<file path="src/rtl/multiword_add_seq_pkg.sv">
// Shared definitions for the chunked multi-word adder: state encoding and
// default geometry.
package multiword_add_seq_pkg;

    typedef enum logic [1:0] {
        IDLE = 2'd0,
        ADD  = 2'd1,
        DONE = 2'd2
    } state_t;

    localparam int DEF_W      = 4;
    localparam int DEF_N      = 4;
    localparam int DEF_SETTLE = 1;

endpackage

</file>
<file path="src/rtl/ripple_carry_adder.sv">
// Plain W-bit ripple-carry adder; purely combinational, carry chains bit by bit
// from ci to co.
module ripple_carry_adder #(
    parameter int W = 4
) (
    input  logic [W-1:0] a,
    input  logic [W-1:0] b,
    input  logic         ci,
    output logic [W-1:0] s,
    output logic         co
);

    logic c;

    // NOTE: every variable written here gets a value before any branch or
    // loop, so no path can leave it unassigned and infer a latch.
    always_comb begin
        c = ci;
        s = '0;
        for (int i = 0; i < W; i++) begin
            s[i] = a[i] ^ b[i] ^ c;
            c    = (a[i] & b[i]) | (c & (a[i] ^ b[i]));
        end
        co = c;
    end

endmodule

</file>
<file path="src/rtl/multiword_add_seq.sv">
// Adds two N*W-bit operands by feeding one W-bit ripple adder a chunk at a
// time, least significant first, with the carry held in a register between chunks.
module multiword_add_seq
    import multiword_add_seq_pkg::*;
#(
    parameter int W      = DEF_W,
    parameter int N      = DEF_N,
    parameter int SETTLE = DEF_SETTLE
) (
    input  logic           clk,
    input  logic           reset,
    input  logic           in_valid,
    output logic           in_ready,
    input  logic [N*W-1:0] a,
    input  logic [N*W-1:0] b,
    input  logic           ci,
    output logic           out_valid,
    input  logic           out_ready,
    output logic [N*W-1:0] sum,
    output logic           co,
    output logic           busy
);

    localparam int NW = N * W;
    localparam int CW = (N > 1) ? $clog2(N) : 1;
    localparam int SW = $clog2(SETTLE) + 1;

    state_t        state;
    logic [NW-1:0] op_a;
    logic [NW-1:0] op_b;
    logic [NW-1:0] res;
    logic          carry;
    logic [CW-1:0] chunk;
    logic [SW-1:0] settle;

    logic [W-1:0]  add_s;
    logic          add_co;
    logic [NW-1:0] next_res;
    logic          capture;
    logic          last;

    // Adder sees registers only, so its inputs are stable for the whole settle window.
    ripple_carry_adder #(.W(W)) u_adder (
        .a  (op_a[W-1:0]),
        .b  (op_b[W-1:0]),
        .ci (carry),
        .s  (add_s),
        .co (add_co)
    );

    always_comb begin
        capture  = (settle == SW'(SETTLE - 1));
        last     = (chunk == CW'(N - 1));
        next_res = (res >> W) | (NW'(add_s) << (NW - W));
    end

    // NOTE: state updates use non-blocking assignments so every register
    // samples the pre-edge values, regardless of statement order.
    always_ff @(posedge clk) begin
        if (reset) begin
            state     <= IDLE;
            op_a      <= '0;
            op_b      <= '0;
            res       <= '0;
            carry     <= 1'b0;
            chunk     <= '0;
            settle    <= '0;
            sum       <= '0;
            co        <= 1'b0;
            in_ready  <= 1'b1;
            out_valid <= 1'b0;
            busy      <= 1'b0;
        end else begin
            case (state)
                IDLE: begin
                    if (in_valid && in_ready) begin
                        op_a     <= a;
                        op_b     <= b;
                        carry    <= ci;
                        chunk    <= '0;
                        settle   <= '0;
                        state    <= ADD;
                        in_ready <= 1'b0;
                        busy     <= 1'b1;
                    end
                end
                ADD: begin
                    if (capture) begin
                        res    <= next_res;
                        carry  <= add_co;
                        op_a   <= op_a >> W;
                        op_b   <= op_b >> W;
                        settle <= '0;
                        chunk  <= chunk + 1'b1;
                        if (last) begin
                            sum       <= next_res;
                            co        <= add_co;
                            state     <= DONE;
                            out_valid <= 1'b1;
                        end
                    end else begin
                        settle <= settle + 1'b1;
                    end
                end
                DONE: begin
                    if (out_ready) begin
                        state     <= IDLE;
                        out_valid <= 1'b0;
                        busy      <= 1'b0;
                        in_ready  <= 1'b1;
                    end
                end
                default: begin
                    state     <= IDLE;
                    out_valid <= 1'b0;
                    busy      <= 1'b0;
                    in_ready  <= 1'b1;
                end
            endcase
        end
    end

endmodule

</file>
<file path="config.mk">
export PLATFORM = sky130hd
export DESIGN_NAME = multiword_add_seq
export DESIGN_NICKNAME = d
export VERILOG_FILES = /design/src/rtl/multiword_add_seq_pkg.sv /design/src/rtl/ripple_carry_adder.sv /design/src/rtl/multiword_add_seq.sv
export SDC_FILE = /design/constraint.sdc
export NUM_CORES = 1
export LEC_CHECK = 0
export CORE_MARGIN = 2
export CORE_UTILIZATION = 55
export DETAILED_ROUTE_END_ITERATION = 12
export MAX_ROUTING_LAYER = met4
export PLACE_DENSITY = 0.84
export SLEW_MARGIN = 25
export SYNTH_ARGS = -nofsm -noshare
export SYNTH_HDL_FRONTEND = slang
export SYNTH_SLANG_ARGS = --single-unit
</file>
<file path="constraint.sdc">
create_clock -name clk -period 5.2 [get_ports clk]
set_input_delay 1.04 -clock clk [delete_from_list [all_inputs] [get_ports clk]]
set_output_delay 1.04 -clock clk [all_outputs]
set_load 0.1 [all_outputs]
</file>
## Word-level counts from Yosys, hierarchy flattened

Index checks and enable logic that the tools add are counted.

| cells by class | value |
|---|---|
| $add $sub $neg | 2 |
| equal/unequal tests | 7 |
| mux-type cells | 28 |
| bitwise logic cells | 24 |
| reductions and logical operators | 10 |

Operator list:

| operator | number |
|---|---|
| 16-bit 2-to-1 mux | 4 |
| 16-bit one-hot mux with 2 select lines | 2 |
| 12-bit by 16-bit OR with 16-bit output | 1 |
| 2-bit 2-to-1 mux | 6 |
| 1-bit 2-to-1 mux | 9 |
| 1-bit one-hot mux with 3 select lines | 3 |
| 3-bit AND reduction | 3 |
| 1-bit AND | 8 |
| 2-bit != test, second input constant | 4 |
| 4-bit AND reduction | 2 |
| 1-bit bitwise XOR | 8 |
| 2-bit one-hot mux with 3 select lines | 1 |
| 2-bit == test, second input constant | 2 |
| 1-bit OR | 4 |
| 1-bit one-hot mux with 2 select lines | 2 |
| 2-bit one-hot mux with 2 select lines | 1 |
| 2-bit AND reduction | 2 |
| 1-bit inverter | 3 |
| 2-bit by 1-bit adder with 2-bit output, second input constant | 1 |
| 2-bit by 1-bit == test with 1-bit output, second input constant | 1 |
| 2-bit zero test | 1 |
| 2-bit nonzero test | 1 |
| 1-bit adder, second input constant | 1 |
| 1-bit logical AND | 1 |

| word-level totals | value |
|---|---|
| flip-flop bits (word level) | 74 |
| input bits | 37 |
| output and inout bits | 20 |
| word-level logic and storage cells | 83 |

## Longest topological paths before layout

| logic depth | value |
|---|---|
| depth after elaboration | 11 |
| gate-level depth with buffers | 9 |
| mapped depth without buffers | 9 |

## Hierarchy

A second synthesis with hierarchy kept.

| unflattened totals | value |
|---|---|
| cells, all modules | 357 |
| area, all modules | 2,937.8 um^2 |

Modules (own cells, without submodules):

| module | times used | cells each | area an instance (um^2) | sequential area each (um^2) |
|---|---|---|---|---|
| multiword_add_seq | 1 | 343 | 2,820.2 | 1,381.3 |
| ripple_carry_adder | 1 | 14 | 117.6 | 0.0 |

## Worst setup path after synthesis

Ideal clock, no wire load.

| timing path | value |
|---|---|
| path type | register to register |
| from | register op_a[0] |
| to | register sum[15] |
| arrival time | 1,967 ps |
| required time | 5,114 ps |
| path slack | 3,147 ps |
| stages on the path, launching flop included | 9 |
| path buffers | 0 |
| path through | dfxtp_1 fa_1 inv_1 fa_1 inv_1 fa_1 inv_1 fa_1 a211oi_1 |

| on the way | value |
|---|---|
| longest elaborated chain between the ends | 9 |

RTL lines:

| what | RTL line | source |
|---|---|---|
| start, declared | multiword_add_seq.sv:29 | `logic [NW-1:0] op_a;` |
| start signal, assigned | multiword_add_seq.sv:91 | `op_a <= op_a >> W;` |
| 1-bit bitwise XOR | ripple_carry_adder.sv:22 | `c = (a[i] & b[i]) \| (c & (a[i] ^ b[i]));` |
| 1-bit AND | ripple_carry_adder.sv:22 |  |
| 1-bit OR (*) | ripple_carry_adder.sv:22 |  |
| 1-bit AND (*) | ripple_carry_adder.sv:22 |  |
| 1-bit OR (*) | ripple_carry_adder.sv:22 |  |
| 1-bit AND (*) | ripple_carry_adder.sv:22 |  |
| 1-bit OR (*) | ripple_carry_adder.sv:22 |  |
| 1-bit bitwise XOR (*) | ripple_carry_adder.sv:21 | `s[i] = a[i] ^ b[i] ^ c;` |
| 12-bit by 16-bit OR with 16-bit output (*) | multiword_add_seq.sv:54 | `next_res = (res >> W) \| (NW'(add_s) << (NW - W));` |
| end signal, assigned | multiword_add_seq.sv:96 | `sum <= next_res;` |
| end, declared | multiword_add_seq.sv:19 | `output logic [N*W-1:0] sum,` |

Every way passes the cells marked *; elsewhere a longest branch is shown, timed or not.
A chain may end at the register's enable or synchronous reset.

## Worst setup path in the final report

| timing path | value |
|---|---|
| from | register in_ready |
| to | output in_ready |

RTL lines:

| what | RTL line | source |
|---|---|---|
| start, declared | multiword_add_seq.sv:13 | `output logic in_ready,` |
| start signal, assigned | multiword_add_seq.sv:70 | `in_ready <= 1'b1;` |
| start signal, assigned | multiword_add_seq.sv:83 | `in_ready <= 1'b0;` |
| start signal, assigned | multiword_add_seq.sv:110 | `in_ready <= 1'b1;` |

No word-level cell between the ends.

==> impl_metrics.csv <==
group,metric,value,unit
outcome,run_status,"complete, no violations",
global_routing,grt_pass1_wl,10.5,mm
clock_tree,cts.reportedPaths.clkPinSlew,0.07,ns
critical_path,r2r_cells,8,
synth,synth-edff-count,0,
global_routing,grt_usage,22.5,%
global_routing,antenna_found_initial,0,
critical_path,reg2reg_slack,2.97,ns
synth,synthFlopType,"dfxtp_1",
critical_path,worstSetupEndpointType,"output pin",
place,port_buffers,56,
critical_path,cp_num_cells,1,
die,dieArea,6030,um^2
critical_path,path_cells,"clkdlybuf4s50_1",
die,die_x,77.7,um
clock_tree,postCtsHoldBufs,0,
final_layout,drive_above_1_share,7.73,%
sta,clock.fmax,340,MHz
sta,worstMarginPinSlew,0.971,ns
final_layout,n_fill_cell,403,
die,pin_count,57,
critical_path,cp.arrival,1.90,ns
detailed_routing,drt_iter0_drc,177,
run,cap_violations,0,
critical_path,cp-startpoint,"in_ready",
critical_path,path_max_fanout,6,
pwr,p_leak,1.38,nW
critical_path,worstSetupPathType,"reg2out",
critical_path,endpoint,"in_ready",
global_routing,grt_max_degree,70,
sta,worst_slack,2.26,ns
detailed_routing,wirelength,6.24,mm
die,start_util,57.7,%
sta,hold_ws,0.455,ns
final_layout,fin_nets,399,
sta,finalHoldViolations,0,
synth,synth.cell_area,2980,um^2
final_layout,final_util,69.1,%
detailed_routing,route.detailed.drc,0,
detailed_routing,final_antenna_net_count,0,
synth,synth_area_per_cell,9.41,um^2
die,die_h,77.7,um
sta,finalSetupViolCount,0,
place,gp_congestion,0.823,
detailed_routing,viasPerCell,5.50,
sta,tns,0,ns
die,coreArea,5170,um^2
synth,synth-seq-cells,69,
place,place_worst_setup_slack,2.39,ns
final_layout,final_cells,432,
place,dpl.cell_count,416,
place,dpl.hpwl,4.14,mm
sta,fin_crit_sh,56.5,%
min_path,hold_path.class,"reg2reg",
sta,post-route-min-period,2.94,ns
synth,synth_most_common_cell,"dfxtp_1",
critical_path,cp-start-kind,"register",
detailed_routing,routedWlPerCell,14.5,um
synth,syn_nets,359,
synth,synthCells,317,
synth,synthTopCellsByCount,"dfxtp_1, nand2_1, a21oi_1, nor2_1, mux2i_1",
final_layout,regArea,1380,um^2
clock_tree,cts.sinks,69,
detailed_routing,vias,2376,
synth,synth.area.top_cells,"dfxtp_1, mux2i_1, nand2_1, a21oi_1, a221oi_1",
global_routing,overflow,0,
final_layout,design_area,3580,um^2
clock_tree,cts.htree.levels,3,
clock_tree,cts_resized,0,
synth,async_flop_share,0,%
detailed_routing,drtPass1Iterations,4,
critical_path,cp_data_required_time,4.16,ns
place,placed_area,3420,um^2
synth,yosysTopAreaCell,"dfxtp_1",
clock_tree,clock_latency,0.34,ns
pwr,irDropWorstVdd,0.000176,V
die,num_rows,26,
synth,synth.yosys.seq_area_share,46.3,%
pwr,p_per_area,323,nW/um^2
critical_path,slowest_delay,1.16,ns
clock_tree,cts_buffers,9,
clock_tree,clockBufferDepth,2,
sta,slew_violations,0,
synth,ys_warn_count,0,
critical_path,crit_slowest_cell,"clkdlybuf4s50_1",
critical_path,cp_top_family,"buffers and inverters",
critical_path,timing.rr.start,"op_a[0]",
sta,rsz0062_at_grt,"no",
pwr,power,1.15,mW
clock_tree,root_buffer,"clkbuf_8",
clock_tree,tritoncts,"done",
synth,synth_top_area_share,46.3,%
sta,worst_clock_skew,0.00590,ns
critical_path,path_buf_inv,1,
clock_tree,post_cts_buffers,0,
final_layout,multiInputGateArea,1350,um^2
critical_path,r2r-end,"sum[15]",
sta,slew_headroom,35.1,%
synth,yosysUniqueCellTypes,33,
final_layout,syn2layout_area_growth,19.8,%
final_layout,insertedDiodeCount,0,
global_routing,grt_pass1_vias,2299,
## worst min path at each step
| stage | from | to | slack (ns) | cells after the start |
|---|---|---|---|---|
| 2_1_floorplan | res[4] | sum[0] | 0.43 | 2 |
| 3_3_place_gp | sum[9] | sum[9] | 0.44 | 2 |
| 3_5_place_dp | sum[10] | sum[10] | 0.45 | 2 |
| 4_1_cts | sum[10] | sum[10] | 0.46 | 2 |
| 5_1_grt | res[4] | res[4] | 0.48 | 2 |
| 6_report | sum[10] | sum[10] | 0.46 | 2 |
## layout make-up
type / instances / share of cell area, %
clock buffers: 11 / 3.67
clock inverters: 5 / 0.770
inverters: 7 / 0.735
multi-input cells: 212 / 37.6
flip-flops and latches: 69 / 38.6
well taps: 70 / 2.45
repair buffers: 58 / 16.1
## sequential cells by signal (all words and copies together), names as in the netlist
register	count
carry	1
chunk	2
op_b	16
sum	16
busy	1
in_ready	1
co	1
op_a	16
state	2
res	12
out_valid	1
## kinds of logic after synthesis
logic type / Yosys count / synth area share [%]
adder cells (fa/ha/maj): 5 / 3.10
buffers and inverters: 36 / 8.64
flip-flops: 69 / 46.3
AND/OR/NAND/NOR: 110 / 16.4
AO/OA/AOI/OAI: 70 / 16.5
multiplexers: 27 / 9.06
## report_power, final
part / switching, mW / total (mW) / internal, mW
combinational: 0.114 / 0.204 / 0.0900
clock: 0.189 / 0.358 / 0.170
sequential: 0.0250 / 0.591 / 0.566
## routing by layer
metal  global-route usage (%)  vias to the layer above  wire length, um
li1                         -                     1177                -
met1                     27.4                     1123             2810
met2                     34.7                       64             3020
met3                     5.12                       12              283
met4                     12.5                        0              133
met5                        -                        -                0
## cell usage in the layout (no fill, tap or decap), drive strengths merged, types with 2 or more instances in the layout
cell type / instances
nand3: 7
clkinv: 4
fa: 4
nand2b: 3
nand3b: 2
mux2i: 27
clkbuf: 11
dfxtp: 69
nor2: 34
clkdlybuf4s50: 55
a21oi: 36
nor3: 3
buf: 3
a221oi: 24
nand2: 55
a211oi: 5
inv: 7
Power figures use the tool's default switching activity.
==> RTL change 1 (same flow settings) <==
Make the reset (`reset`) asynchronous in one clocked block.
--- a/src/rtl/multiword_add_seq.sv
+++ b/src/rtl/multiword_add_seq.sv
@@ -57,5 +57,5 @@
     // NOTE: state updates use non-blocking assignments so every register
     // samples the pre-edge values, regardless of statement order.
-    always_ff @(posedge clk) begin
+    always_ff @(posedge clk or posedge reset) begin
         if (reset) begin
             state     <= IDLE;
Function: differs if reset is asserted again (counterexample within 4 cycles, from zero or initial values and one cycle with reset high); with reset held inactive, the same outputs for 10 cycles.
==> RTL change 1 against the unedited design <==
  * Cell area increased by 5.9%
  * Sequential share of layout area increased by 7.0 points
  * Critical path type unchanged
  * Fmax down 4.4%
  * Clock skew down 0.0013 ns
  * Area after synthesis up 3.7%
  * First-iteration DRC count fell by 22%
  * Sequential cell count is the same
  * Cell count decreased by 5.6%
  * Wire length shrank 8.8%
  * Highest routed layer unchanged
  * Via count is 7.7% lower
  * Worst setup slack got worse by 0.14 ns
Power is not compared: it rests on default switching activity, and its combinational part moved more than twofold at a synthesized area within 25%.
==> RTL change 1: results (changes against the unedited design) <==
Final layout
  – #MultiIn Comb: 185 (-13%)
  – Final Non-Filler Cells: 408 (-5.6%)
  – Layout Nets: 375 (-6.0%)
  – Buffering overhead: 15.4% (-0.74 points)
  – ClkCell Share: 4.76% (+0.31 points)
  – Buffers excl. clock: 59 (+1.7%)
  – Signal inverters: 9 (+2)
  – Register Area: 1730 um^2 (+25%)
  – Share of cells above drive strength 1: 13.7% (+6.0 points)

Synthesis
  – Syn Inst Count: 282 (-11%)
  – Seq/Total Area, Yosys: 55.8% (+9.5 points)
  – FFs w/ async S/R, synth: 100% (+100 points)
  – Top area cells in the synthesized netlist: dfrtp_1 (55%), nand2_1 (6.9%), mux2_2 (5.1%)
  – Top_reg_cell synth: dfrtp_1
  – Syn_nets: 324 (-9.7%)
  – Synth cell count leaders: dfrtp_1 (68), nand2_1 (57), a21oi_1 (30), nand3_1 (15), nor2_1 (15)

Worst setup path
  – Reg2reg setup slack: 2.99 ns (+0.02 ns)
  – R2R Path Start: op_a[0]
  – Crit path launch: in_ready
  – Arr. time, crit path: 2.04 ns (+0.14 ns)
  – Slowest Stage Delay on Critical Path: 1.13 ns (-0.03 ns)
  – FF-to-FF End: res[15]

Global routing
  – GR Util All Layers: 20.4% (-2.1 points)
  – Largest net degree at the start of global routing: 56 (-20%)

Routing
  – Final wirelength: 5690 um (-8.8%)
  – Vias: 2193 (-7.7%)

Min path
  – Hold EP: res[7]
  – Hold Crit Start: res[7]

Timing
  – Hold_ws: 0.471 ns (+0.0161 ns)
  – Final Skew: 0.00461 ns (-0.00129 ns)

Placement
  – Placed Instances: 394 (-5.3%)

Power and ir drop
  – Power Total: approximately 2.6 mW

Outcome
  – Status: finished, final reports clean
RTL change 1: changes by cell type in the layout (fill, tap and decap cells not counted), sizes merged, moves of 5 or more:
cell and delta:
nand3 +8, mux2i -15, a21oi -6, dfxtp -69
o21ai +19, mux2 +14, nor2 -17, a211oi -5
dfrtp +68, a221oi -23, a22o +5
RTL change 1: logic make-up after synthesis:
kind of cell | Yosys count | share of synthesized area [%]
mux | 26 | 8.97
simple gates | 95 | 14.1
compound gates | 59 | 11.8
buf+inv | 28 | 6.35
fa+ha+maj | 5 | 2.99
flops | 69 | 55.8
RTL change 1: per-stage QoR:
stage,cell area (um^2),setup WS [ns]
after detailed placement,3610,2.44
after CTS,3790,2.11
after global routing,3790,2.08
after floorplan,3100,2.42
final,3790,2.12
after global placement,3610,2.47
RTL change 1: layer usage:
metal / vias to the layer above / global-route usage (%) / wire length, um
li1: 1058 / - / -
met1: 1067 / 27.2 / 2650
met2: 53 / 29.7 / 2700
met3: 15 / 4.66 / 226
met4: 0 / 10.3 / 114
met5: - / - / 0
==> RTL change 2 (config.mk and constraints unchanged) <==
Made on the original files. Set the package constant `DEF_N` to 2 (it was 4).
--- a/src/rtl/multiword_add_seq_pkg.sv
+++ b/src/rtl/multiword_add_seq_pkg.sv
@@ -10,5 +10,5 @@
 
     localparam int DEF_W      = 4;
-    localparam int DEF_N      = 4;
+    localparam int DEF_N      = 2;
     localparam int DEF_SETTLE = 1;
 
Ports: changed (resized a, b and sum); port bits go from 57 to 33. No check against the original RTL was run, so the function may have changed too.
==> RTL change 2 against the unedited design <==
  * Cell area is 48% lower
  * Worst setup slack got worse by 0.032 ns
  * Area after synthesis shrank 49%
  * Global-route usage fell by 2.5 points
  * First-iteration DRC count shrank 88%
  * Sequential cell count is 33 lower
  * Wire length shrank 55%
  * Total power is 43% lower
  * Critical endpoint unchanged
==> RTL change 2: results (changes against the unedited design) <==
Routing
  – Vias per cell: 5.48 (-0.38%)
  – Initial DRC Count: 22 (-88%)
  – WL met2: 1400 um (-54%)
  – Metal-1 WL: 1230 um (-56%)
  – Final wirelength: 2790 um (-55%)
  – Metal3 WL: 141 um (-50%)

Placement
  – Final HPWL DP: 2020 um (-51%)
  – RePlAce Congestion: 0.706 (-14%)

Global routing
  – Vias in the first global route: 1113 (-52%)
  – Largest net degree at the start of global routing: 31 (-56%)

Clocking
  – CTS root buf: clkbuf_4
  – Clock transition at path regs: 0.11 ns (+0.04 ns)
  – CTS buffer count: 5 (-4)
  – Number of clock sinks: 36 (-48%)

Final layout
  – Buffering overhead: 16.8% (+0.70 points)
  – # fillers: 226 (-44%)
  – #MultiIn Comb: 97 (-54%)
  – Register Area: 721 um^2 (-48%)
  – Fraction of area in multi-input gates: 36.5% (-1.1 points)
  – Share of cells above drive strength 1: 6.59% (-1.1 points)

Synthesis
  – Syn Inst Count: 152 (-52%)
  – Seq/Total Area, Yosys: 47.3% (+1.0 points)
  – Compound-Gate Fraction of Synth Area: 17.7% (+1.1 points)

Outcome
  – Status: finished, final reports clean

Power and ir drop
  – P_int: 0.460 mW (-44%)

Timing
  – Final Skew: 0.00791 ns (+0.00201 ns)
-- RTL change 2: worst paths after layout --
kind,start,end,slack [ns],cells after the start
worst max register to register,op_a[0],sum[7],2.95,8
worst max-delay path,in_ready,in_ready,2.23,1
worst min register to register,res[7],sum[3],0.46,2
worst min-delay path,res[7],sum[3],0.46,2
-- RTL change 2: through the flow --
step / util (%) / total power, mW
2_1_floorplan: - / 0.438
3_3_place_gp: 66.9 / 0.464
3_5_place_dp: 66.9 / 0.470
4_1_cts: 69.9 / 0.664
5_1_grt: 69.7 / 0.695
6_report: 69.7 / 0.659
-- RTL change 2: cell families (layout without fill, tap and decap cells) --
kind of cell | count (synthesis) | in the layout
buffers and inverters | 19 | 49
multiplexers | 11 | 11
AND/OR/NAND/NOR | 44 | 44
AO/OA/AOI/OAI | 38 | 38
adder cells (fa/ha/maj) | 4 | 4
flip-flops | 36 | 36
